### src/rtl/stq_pkg.sv
// ---------------------------------------------------------------------------
// stq_pkg
// Shared sizing and types for the store-queue entry lifecycle controller.
//   BUF_COUNT  : number of store-queue entries (power of two)
//   PTR_W      : log2(BUF_COUNT); ring pointers carry one extra wrap bit
//   stq_ptr_t  : wrapped ring pointer / occupancy count (PTR_W+1 bits)
//   stq_vec_t  : one bit per store-queue entry
//   stq_onehot : decode an entry index into a per-entry strobe vector
// ---------------------------------------------------------------------------
package stq_pkg;

  localparam int BUF_COUNT = 64;
  localparam int PTR_W     = 6;

  typedef logic [PTR_W:0]       stq_ptr_t;
  typedef logic [BUF_COUNT-1:0] stq_vec_t;

  function automatic stq_vec_t stq_onehot(input logic [PTR_W-1:0] idx);
    stq_vec_t vec;
    vec      = '0;
    vec[idx] = 1'b1;
    return vec;
  endfunction

endpackage

### src/rtl/stq_range_mask.sv
// ---------------------------------------------------------------------------
// stq_range_mask
// Expands a half-open ring interval [lo, hi) of wrapped pointers into a
// per-entry mask. A span equal to BUF_COUNT (lo and hi differ only in the
// wrap bit) selects every entry; lo == hi selects none.
// Ports:
//   lo   in  stq_ptr_t  first pointer of the interval (inclusive)
//   hi   in  stq_ptr_t  end pointer of the interval (exclusive)
//   mask out stq_vec_t  bit i set when entry i lies in [lo, hi)
// ---------------------------------------------------------------------------
module stq_range_mask
  import stq_pkg::*;
(
  input  stq_ptr_t lo,
  input  stq_ptr_t hi,
  output stq_vec_t mask
);

  stq_ptr_t span_s;

  // Entry i is inside the interval when its ring distance from lo is below the span.
  always_comb begin
    span_s = hi - lo;
    mask   = '0;
    for (int i = 0; i < BUF_COUNT; i++) begin
      mask[i] = ({1'b0, PTR_W'(i) - lo[PTR_W-1:0]} < span_s);
    end
  end

endmodule

### src/rtl/stq_alloc_ctl.sv
// ---------------------------------------------------------------------------
// stq_alloc_ctl
// Store-queue entry lifecycle controller. Three ring pointers partition the
// queue: [head, rptr) holds retired stores waiting to drain to the cache,
// [rptr, tail) holds allocated stores not yet retired.
// Ports:
//   clk, rst                 clock, synchronous active-high reset
//   alloc0_req, alloc1_req   request one / two entries (alloc1 only with alloc0)
//   alloc_ok                 enough free entries for the request, low on excpt
//   alloc0_idx, alloc1_idx   granted indices tail, tail+1
//   retire_cnt               stores retiring this cycle (0..2)
//   passe_en                 strobe for entries retiring this cycle
//   drain_valid, drain_idx   oldest retired store offered to the cache
//   drain_ack                cache accepted the offered store
//   free_en                  strobe for entries freed by drain or flush
//   excpt                    flush every unretired entry
//   count, full, empty       occupancy (tail - head) and its extremes
// ---------------------------------------------------------------------------
module stq_alloc_ctl
  import stq_pkg::*;
(
  input  logic             clk,
  input  logic             rst,
  input  logic             alloc0_req,
  input  logic             alloc1_req,
  output logic             alloc_ok,
  output logic [PTR_W-1:0] alloc0_idx,
  output logic [PTR_W-1:0] alloc1_idx,
  input  logic [1:0]       retire_cnt,
  output stq_vec_t         passe_en,
  output logic             drain_valid,
  output logic [PTR_W-1:0] drain_idx,
  input  logic             drain_ack,
  output stq_vec_t         free_en,
  input  logic             excpt,
  output stq_ptr_t         count,
  output logic             full,
  output logic             empty
);

  stq_ptr_t   head_r;
  stq_ptr_t   rptr_r;
  stq_ptr_t   tail_r;
  stq_ptr_t   rptr_nxt_s;
  stq_ptr_t   tail_nxt_s;
  stq_ptr_t   free_cnt_s;
  logic [1:0] alloc_n_s;
  logic       drain_fire_s;
  stq_vec_t   passe_hot_s;
  stq_vec_t   drain_hot_s;
  stq_vec_t   flush_mask_s;

  // Flush reclaims everything still unretired after this cycle's retirement.
  stq_range_mask u_flush_mask (
    .lo   (rptr_nxt_s),
    .hi   (tail_r),
    .mask (flush_mask_s)
  );

  // Occupancy, allocation grant and index outputs.
  always_comb begin
    alloc_n_s  = {1'b0, alloc0_req} + {1'b0, alloc1_req};
    count      = tail_r - head_r;
    free_cnt_s = stq_ptr_t'(BUF_COUNT) - count;
    // Grant uses the pre-edge count: a drain in the same cycle gives no credit.
    alloc_ok   = (free_cnt_s >= {{(PTR_W-1){1'b0}}, alloc_n_s}) & ~excpt;
    alloc0_idx = tail_r[PTR_W-1:0];
    alloc1_idx = tail_r[PTR_W-1:0] + PTR_W'(1'b1);
    full       = (count == stq_ptr_t'(BUF_COUNT));
    empty      = (count == stq_ptr_t'(1'b0));
  end

  // Retire decode: up to two consecutive entries starting at rptr.
  always_comb begin
    rptr_nxt_s = rptr_r + {{(PTR_W-1){1'b0}}, retire_cnt};
    case (retire_cnt)
      2'd0:    passe_hot_s = '0;
      2'd1:    passe_hot_s = stq_onehot(rptr_r[PTR_W-1:0]);
      2'd2:    passe_hot_s = stq_onehot(rptr_r[PTR_W-1:0])
                           | stq_onehot(rptr_r[PTR_W-1:0] + PTR_W'(1'b1));
      default: passe_hot_s = '0;
    endcase
  end

  // Drain handshake and the combined free strobe (drain and flush bits are disjoint).
  always_comb begin
    drain_valid  = (head_r != rptr_r);
    drain_idx    = head_r[PTR_W-1:0];
    drain_fire_s = drain_valid & drain_ack;
    if (drain_fire_s) begin
      drain_hot_s = stq_onehot(head_r[PTR_W-1:0]);
    end else begin
      drain_hot_s = '0;
    end
    // No strobes while in reset: the array is resetting itself on the same edge.
    if (rst) begin
      passe_en = '0;
      free_en  = '0;
    end else if (excpt) begin
      passe_en = passe_hot_s;
      free_en  = drain_hot_s | flush_mask_s;
    end else begin
      passe_en = passe_hot_s;
      free_en  = drain_hot_s;
    end
  end

  // Next tail: flush rewinds it to the post-retire rptr, otherwise a grant advances it.
  always_comb begin
    if (excpt) begin
      tail_nxt_s = rptr_nxt_s;
    end else if (alloc_ok) begin
      tail_nxt_s = tail_r + {{(PTR_W-1){1'b0}}, alloc_n_s};
    end else begin
      tail_nxt_s = tail_r;
    end
  end

  // Pointer registers.
  always_ff @(posedge clk) begin
    if (rst) begin
      head_r <= '0;
      rptr_r <= '0;
      tail_r <= '0;
    end else begin
      head_r <= head_r + {{PTR_W{1'b0}}, drain_fire_s};
      rptr_r <= rptr_nxt_s;
      tail_r <= tail_nxt_s;
    end
  end

endmodule

### config.mk
export PLATFORM = sky130hd
export DESIGN_NAME = stq_alloc_ctl
export DESIGN_NICKNAME = d
export VERILOG_FILES = /design/src/rtl/stq_pkg.sv /design/src/rtl/stq_range_mask.sv /design/src/rtl/stq_alloc_ctl.sv
export SDC_FILE = /design/constraint.sdc
export NUM_CORES = 1
export LEC_CHECK = 0
export CAP_MARGIN = 20
export CORE_MARGIN = 2
export CORE_UTILIZATION = 40
export CTS_CLUSTER_SIZE = 8
export DETAILED_ROUTE_END_ITERATION = 12
export HOLD_SLACK_MARGIN = 0.05
export PLACE_DENSITY_LB_ADDON = 0.12
export SLEW_MARGIN = 30
export SYNTH_ARGS = -nofsm -noshare
export SYNTH_HDL_FRONTEND = slang
export SYNTH_SLANG_ARGS = --single-unit
### constraint.sdc
create_clock -name clk -period 10.5 [get_ports clk]
set_input_delay 2.1 -clock clk [delete_from_list [all_inputs] [get_ports clk]]
set_output_delay 2.1 -clock clk [all_outputs]
set_load 0.05 [all_outputs]
# == After elaboration in Yosys (flattened, before gate mapping) ==
# Cells that the tools add are included.
# Widths: inputs -> output; s select.
# word_totals
reg_bits,21
input_bits,8
output_inout_bits,157
wordCells,174
# op_classes
add_sub_neg,73
order_cmp,71
n_eq_ne,4
n_mux,13
n_bitwise,5
reduce_logical,5
# op_table
operator,count
$lt 6x7->1,64
$mux 64,4
$sub 6x6->6 const A,32
$or 64x64->64,2
$pmux 64 s2,1
$sub 5x6->6 const A,16
$sub 4x6->6 const A,8
$sub 3x6->6 const A,4
$lt 6x7->1 const B,3
$demux 1 s6,3
$ge 6x1->1 const B,3
$add 7x2->7,2
$mux 7,2
$sub 7x7->7,2
$add 6x1->6 const B,2
$sub 1x6->6 const A,2
$sub 2x6->6 const A,2
$add 7x1->7,1
$eq 7x7->1 const B,1
$ge 7x2->1,1
$logic_not 7->1,1
$ne 7x7->1,1
$sub 7x7->7 const A,1
$logic_and 1x1->1,3
other kinds (7),10

# == Logic depth before layout (Yosys ltp) ==
# logic_depth
depth_word,8
mapped_depth,18
mapped_depth_nobuf,18

# == By module ==
# Synthesis repeated with hierarchy kept, for this count alone.
# hier_totals
cells_unflattened,1190
area_unflattened_um2,7900.1
# modules_own_cells
mod,n_inst,cells_per_inst,area_per_inst_um2,seq_area_each_um2
stq_alloc_ctl,1,630,4025.1,420.4
stq_range_mask,1,560,3875.0,0.0

# == Least setup slack after synthesis ==
# Ideal clock, no wire load.
# synth_path
path_kind,input -> output
startpoint,input port retire_cnt[0]
endpoint,output port free_en[38]
arrival_time_ns,7.374
required_time_ns,8.400
path_slack_ns,1.026
stages,15
path_buffers,0
cell_sequence,ha_1 -> fa_1 -> inv_1 -> ha_1 -> a211oi_1 -> nor4_1 -> or2_2 -> xnor2_1 -> ha_1 -> a21oi_1 -> nand2_1 -> a21oi_2 -> a21oi_1 -> or3_1 -> a311oi_1
# synth_via
elab_chain_len,6
word_cells_on_any_way,7
classes_between,add/sub (3); order compare (1); mux (2); bitwise (1)
# synth_rtl
element,line_no,text
from (decl),stq_alloc_ctl.sv:29,"input logic [1:0] retire_cnt,"
$add 7x2->7 (*),stq_alloc_ctl.sv:75,"rptr_nxt_s = rptr_r + {{(PTR_W-1){1'b0}}, retire_cnt};"
net rptr_nxt_s[1],stq_alloc_ctl.sv:44,stq_ptr_t rptr_nxt_s;
$sub 7x7->7 / $sub 6x6->6 (equally long branches),"stq_range_mask.sv:23, stq_range_mask.sv:26",
$lt 6x7->1 (*),stq_range_mask.sv:26,"mask[i] = ({1'b0, PTR_W'(i) - lo[PTR_W-1:0]} < span_s);"
$or 64x64->64 (*),stq_alloc_ctl.sv:101,free_en = drain_hot_s | flush_mask_s;
$mux 64 (*),stq_alloc_ctl.sv:99,end else if (excpt) begin
$mux 64 (*),stq_alloc_ctl.sv:96,if (rst) begin
to (decl),stq_alloc_ctl.sv:34,"output stq_vec_t free_en,"
# Mark *: on every way through the listed nets, which the timed path passes. The rest lies on a longest branch.

# == Final worst setup path ==
# layout_path
startpoint,input port retire_cnt[0]
endpoint,output port free_en[35]
# Same word-level chain as after synthesis.

==> results.ini <==
[worst_hold_path]
min_path_type = reg2reg

[synth]
ys.flop_type = dfxtp_1
yosysWarnings = 0
synthAdderAreaFrac_pct = 14.4
synth.distinct_cells = 72
synthCells = 1142
synth_compound_area_share_pct = 34.9
ys_top_cells_by_count = nor2_1, nand2_1, xnor2_1, ha_1, a21oi_1
async_flop_share_pct = 0
yosysSeqAreaShare_pct = 5.50
ys_top_cells_by_area = ha_1, nor2_1, xnor2_1
synth_area_per_cell_um2 = 6.69
yosysTopAreaCell = ha_1
synthMuxAreaShare_pct = 5.04
synth_top_family_by_area = compound AO/OA/AOI/OAI gates
syn_nets = 1221
synth_seq_cells = 21
synthXorXnorAreaFrac_pct = 9.89
synthSimpleGateAreaFrac_pct = 22.5
yosysMostFrequentCell = nor2_1
synthesis.area_um2 = 7640
synth_top_cell_area_share_pct = 11.0
synth_edf_count = 0

[status]
status = completed

[final_layout]
register_area_um2 = 420
final_nets = 1324
diodes = 0
syn_to_final_growth_pct = 29.2
drive_gt1_share_pct = 11.3
final.fill_count = 1873
multiInputGateArea_um2 = 6730

[grt]
met1_usage_pct = 41.8
antenna_found_initial = 0
first_global_vias = 8675
busiest_layer = met2
grt_use_met3_pct = 3.36
grt_max_degree = 65
grt_overflow = 0
global_route.usage.met2_pct = 48.7
grt_first_pass_wirelength_um = 49000
grt_usage_pct = 30.4

[detailed_routing]
drtIter0Drc = 936
antenna_left = 0
drc_errors = 0
firstDrtPassIters = 6
vias = 9441
avgViaCountPerCell = 6.39
wl_per_cell_um = 21.5
wl_um = 31800

[timing]
setup_violations = 0
rsz0062_at_grt = false
period_needed_ps = 9430
slew_violations = 0
max_freq_ghz = 0.106
period_share_pct = 89.8
max-slew-margin-rel_pct = 30.9
worstMarginPinSlew_ps = 1030
fin_skew_ps = 5.50
hold_viol = 0
tns_ps = 0

[clocking]
clockBufferDepth = 2
tritoncts = yes
ctsRootBufferMaster = clkbuf_16
numCtsBuffers = 3
clock_latency_ps = 260
clock-sinks = 21
cts_hold_buf = 0
cts_resized = 0
cts_setup_buffers = 0
clkTransAtPathRegs_ps = 60
h-tree-depth = 1

[worst_setup_path]
critical_path.max_fanout = 7
crit_path_start_kind = input port
crit_type = in2out
cp_slowest_cell = clkdlybuf4s50_1
crit_top_cell = ha_1
path_cells = clkdlybuf4s50_1 > ha_1 > fa_1 > inv_1 > ha_1 > a211oi_1 > nor4_1 > or2_2 > xnor2_1 > buf_4 > ha_1 > or3_1 > o211ai_1 > o21ai_0 > a222oi_1 > mux2i_1 > o21ai_0 > mux2i_1 > o221ai_1 > buf_12
rrSetupSlack_ps = 6660
setup.worst_path.end_class = primary output
crit_family = compound AO/OA/AOI/OAI gates
path_buf_inv = 4
cp_slowest_stage_delay_ps = 530
cp.arrival_ps = 7330
critical_path_required_ps = 8400

[pwr]
p_leak_uw = 0.00377
p_per_area_nw_per_um2 = 231
power_uw = 2280
p_sw_share_pct = 59.5
switchingPower_uw = 1360
clockPowerShare_pct = 3.6
vdd_ir_drop_max_mv = 0.159
comb_power_share_pct = 91.7
seq_power_share_pct = 4.7
internal_power_uw = 922

[floorplan]
dieArea_um2 = 20200
num_rows = 50
die_h_um = 142
die_x_um = 142
core_um2 = 18700
io_pins = 165
start_util_pct = 40.8

[placed_design]
gp_congestion = 0.954
port_buffers = 164
hpwl_um = 24200

[run]
maxCapViolCount = 0

## per-stage QoR
step	hold WS, ps	cell area, µm²	cells	util (%)	setup slack (ps)
floorplan	494	7640	1142	-	1030
global placement	525	9730	1474	52.0	1330
detailed placement	545	9780	1474	52.3	1190
CTS	552	9860	1478	52.7	1150
global route	596	9880	1478	52.8	713
finish	552	9880	1478	52.8	1070
## layer usage
metal,part of all wire [%],wire length (µm),vias to the layer above
li1,-,-,4427
met1,44,14000,4507
met2,45,14200,423
met3,7.1,2250,84
met4,4.3,1360,0
met5,0,0,-
## flip-flops by register name, summed over array words and instances (netlist names)
signal  cells
rptr_r      7
head_r      7
tail_r      7
## layout by cell type, fill, tap and decap left out, drive strengths merged, types with 8 or more instances in the layout
master and count:
o21bai 12, o221ai 23, nor4 9, xnor2 71
a21oi 67, a32oi 11, nor2b 10, nand2b 11
dfxtp 21, nor3 25, a31oi 8, mux2i 34
a211oi 40, and3 9, and2 11, o22ai 30
xor2 11, maj3 17, o21ai 50, a21o 29
buf 89, a22oi 58, nor2 177, o211ai 8
ha 67, clkdlybuf4s50 104, nand2 80, inv 48
nand3 29
## kinds of logic (layout without fill, tap and decap cells)
family,after synthesis,count (layout)
simple gates,386,386
buf+inv,144,246
fa+ha+maj,88,88
flops,21,21
compound gates,383,383
xor+xnor,82,82
mux,38,38
## power by group through the flow
stage          clock, µW  combinational [µW]  sequential (µW)
6_report            81.3                2090              107
3_5_place_dp           0                2050              109
2_1_floorplan          0                1430             94.9
5_1_grt             84.4                2250              109
3_3_place_gp           0                2030              108
4_1_cts             81.5                2060              107
## tightest hold or removal path, cell delays in order, from the launching register on
cell     delay (ps)
dfxtp_1         350
o21ai_0          90
a21oi_1          60
## worst paths after layout
check                              endpoint           from  cells after the start
worst max-delay path            free_en[35]  retire_cnt[0]                     20
worst min-delay path              head_r[6]      head_r[6]                      2
worst max register to register    tail_r[2]      head_r[0]                     12
worst min register to register    head_r[6]      head_r[6]                      2
## final cells by class
cell class              instances  share of cell area (%)
multi-input cells             977                    68.1
well taps                     234                    2.96
repair buffers                193                    22.0
flip-flops and latches         21                    4.26
inverters                      49                    1.86
clock buffers                   4                   0.798
Note: power is estimated with default switching activity, not from simulation.
==> RTL change: new RTL, same flow settings <==
Register the output `count`; this adds one clock of latency there. The other outputs are not delayed to match. Comments in the files are not updated.
--- a/src/rtl/stq_alloc_ctl.sv
+++ b/src/rtl/stq_alloc_ctl.sv
@@ -39,4 +39,6 @@
 );
 
+  stq_ptr_t count_d;
+
   stq_ptr_t   head_r;
   stq_ptr_t   rptr_r;
@@ -61,12 +63,12 @@
   always_comb begin
     alloc_n_s  = {1'b0, alloc0_req} + {1'b0, alloc1_req};
-    count      = tail_r - head_r;
-    free_cnt_s = stq_ptr_t'(BUF_COUNT) - count;
+    count_d    = tail_r - head_r;
+    free_cnt_s = stq_ptr_t'(BUF_COUNT) - count_d;
     // Grant uses the pre-edge count: a drain in the same cycle gives no credit.
     alloc_ok   = (free_cnt_s >= {{(PTR_W-1){1'b0}}, alloc_n_s}) & ~excpt;
     alloc0_idx = tail_r[PTR_W-1:0];
     alloc1_idx = tail_r[PTR_W-1:0] + PTR_W'(1'b1);
-    full       = (count == stq_ptr_t'(BUF_COUNT));
-    empty      = (count == stq_ptr_t'(1'b0));
+    full       = (count_d == stq_ptr_t'(BUF_COUNT));
+    empty      = (count_d == stq_ptr_t'(1'b0));
   end
 
@@ -130,4 +132,8 @@
   end
 
+  always_ff @(posedge clk) begin
+    count <= count_d;
+  end
+
 endmodule
 
Check against the original RTL: not equivalent (Yosys sat finds a counterexample within 4 cycles, from zero or initial values and one cycle with rst high).
==> RTL change against the unedited design <==
  * Area after synthesis rose by 1.8%
  * Die area grew 1.8%
  * Worst setup slack worse by 30 ps
  * Power grew 1.5%
  * Worst hold slack lost 4.9 ps
  * Maximum frequency fell by 0.32%
  * Wire length shrank 0.53%
  * First-iteration DRC count grew 5.7%
  * Sequential cell count grew 7
  * Cell area increased by 1.8%
  * Clock power rose by 6.8%
  * Synthesized cell count rose by 0.61%
  * Highest routed layer unchanged
  * Register-to-register slack got worse by 170 ps
==> RTL change: results (changes against the unedited design) <==
outcome: "complete, no violations"
synth_area_leaders: "ha_1 (11%), nor2_1 (8.5%), xnor2_1 (7.8%)"
worst_pin_slew_ps: 1050  # +17.4 ps
r2r-start: "head_r[1]"
cp_top_family: "adder cells"
clock_skew_ps: 2.29  # -3.20 ps
irDropWorstVdd_mv: 0.149  # -6.2%
detail_route.wl_per_cell_um: 20.9  # -2.9%
critPathSlowestCell: "fa_1"
place_ws_ps: 1100  # -87.1 ps
syn_nets: 1228  # +0.57%
drt_iter0_drc: 989  # +5.7%
dr.pass1.iters: 7  # +1
fin_hold_ws_ps: 547  # -4.93 ps
p_sw_w: 0.00136  # -0.16%
reg2reg_to: "tail_r[4]"
globalplace.congestion: 0.974  # +2.1%
nets: 1330  # +0.45%
reg2reg_depth: 11  # -1
p_leak_nw: 3.83  # +1.6%
grt_pass1_wl_um: 49100  # +0.38%
r2r_slack_ps: 6490  # -170 ps
arrival_ps: 7360  # +30 ps
cp_max_fo: 13  # +6
max_stage_delay_ps: 700  # +170 ps
drive_gt1_share_pct: 10.7  # -0.53 points
track_usage_pct: 29.9  # -0.53 points
yosysSeqAreaShare_pct: 7.20  # +1.7 points
## RTL change: worst max-delay path by stage
stage                       start           to  slack (ps)  cells past startpoint
floorplan           retire_cnt[0]  free_en[38]        1030                     15
global placement    retire_cnt[0]  free_en[35]        1260                     19
detailed placement  retire_cnt[0]   free_en[0]        1100                     18
CTS                 retire_cnt[0]   free_en[0]        1080                     18
global route        retire_cnt[0]   free_en[3]         760                     19
finish              retire_cnt[0]   free_en[0]        1040                     18
## RTL change: through the flow
step | instances | util (%) | area, um2 | total power (W)
2_1_floorplan | 1149 | - | 7780 | 0.00157
3_3_place_gp | 1511 | 51.6 | 9940 | 0.00217
3_5_place_dp | 1511 | 51.7 | 9970 | 0.00220
4_1_cts | 1514 | 52.1 | 10000 | 0.00229
5_1_grt | 1514 | 52.2 | 10100 | 0.00248
6_report | 1514 | 52.2 | 10100 | 0.00231
## RTL change: cell families (layout without fill, tap and decap cells)
kind of cell / after synthesis / in the layout / share of synthesized area, %
AOI/OAI and AO/OA: 383 / 383 / 34.2
adders and majority gates: 88 / 88 / 14.1
and+or+nand+nor: 386 / 386 / 22.1
xor gates and xnor gates: 82 / 82 / 9.71
buffers and inverters: 144 / 244 / 7.72
DFF: 28 / 28 / 7.20
muxes: 38 / 38 / 4.95
## RTL change: layer usage
metal  track usage (%)  vias to the layer above  wire length (um)
met3              3.03                       68              2280
met4              11.4                        0              1230
li1                  -                     4451                 -
met1              40.6                     4436             13700
met2              48.7                      456             14400
met5                 0                        -                 0
## RTL change: cell type report
cell class	instances	area (um2)
clock buffers	3	75.1
fillers	1968	9220
inverters	49	184
multi-input cells	977	6700
flip-flops and latches	28	561
well taps	265	332
repair buffers	192	2200
## RTL change: power by group through the flow
| stage | clock network (W) | logic [W] | registers [W] |
|---|---|---|---|
| 6_report | 0.0000868 | 0.00208 | 0.000151 |
| 3_5_place_dp | 0 | 0.00204 | 0.000154 |
| 2_1_floorplan | 0 | 0.00138 | 0.000184 |
| 3_3_place_gp | 0 | 0.00202 | 0.000153 |
| 4_1_cts | 0.0000875 | 0.00205 | 0.000151 |
| 5_1_grt | 0.0000932 | 0.00223 | 0.000155 |
## RTL change: worst reg2reg max path: stages, from the launching register on
cell and delay [ps]:
dfxtp_1 540, inv_1 210, fa_1 480, a21o_1 200, a21oi_1 220, xnor2_1 210, a2111oi_0 510, o21bai_1 140
a221o_1 320, a31oi_2 530, nor2_1 180, a311o_1 350
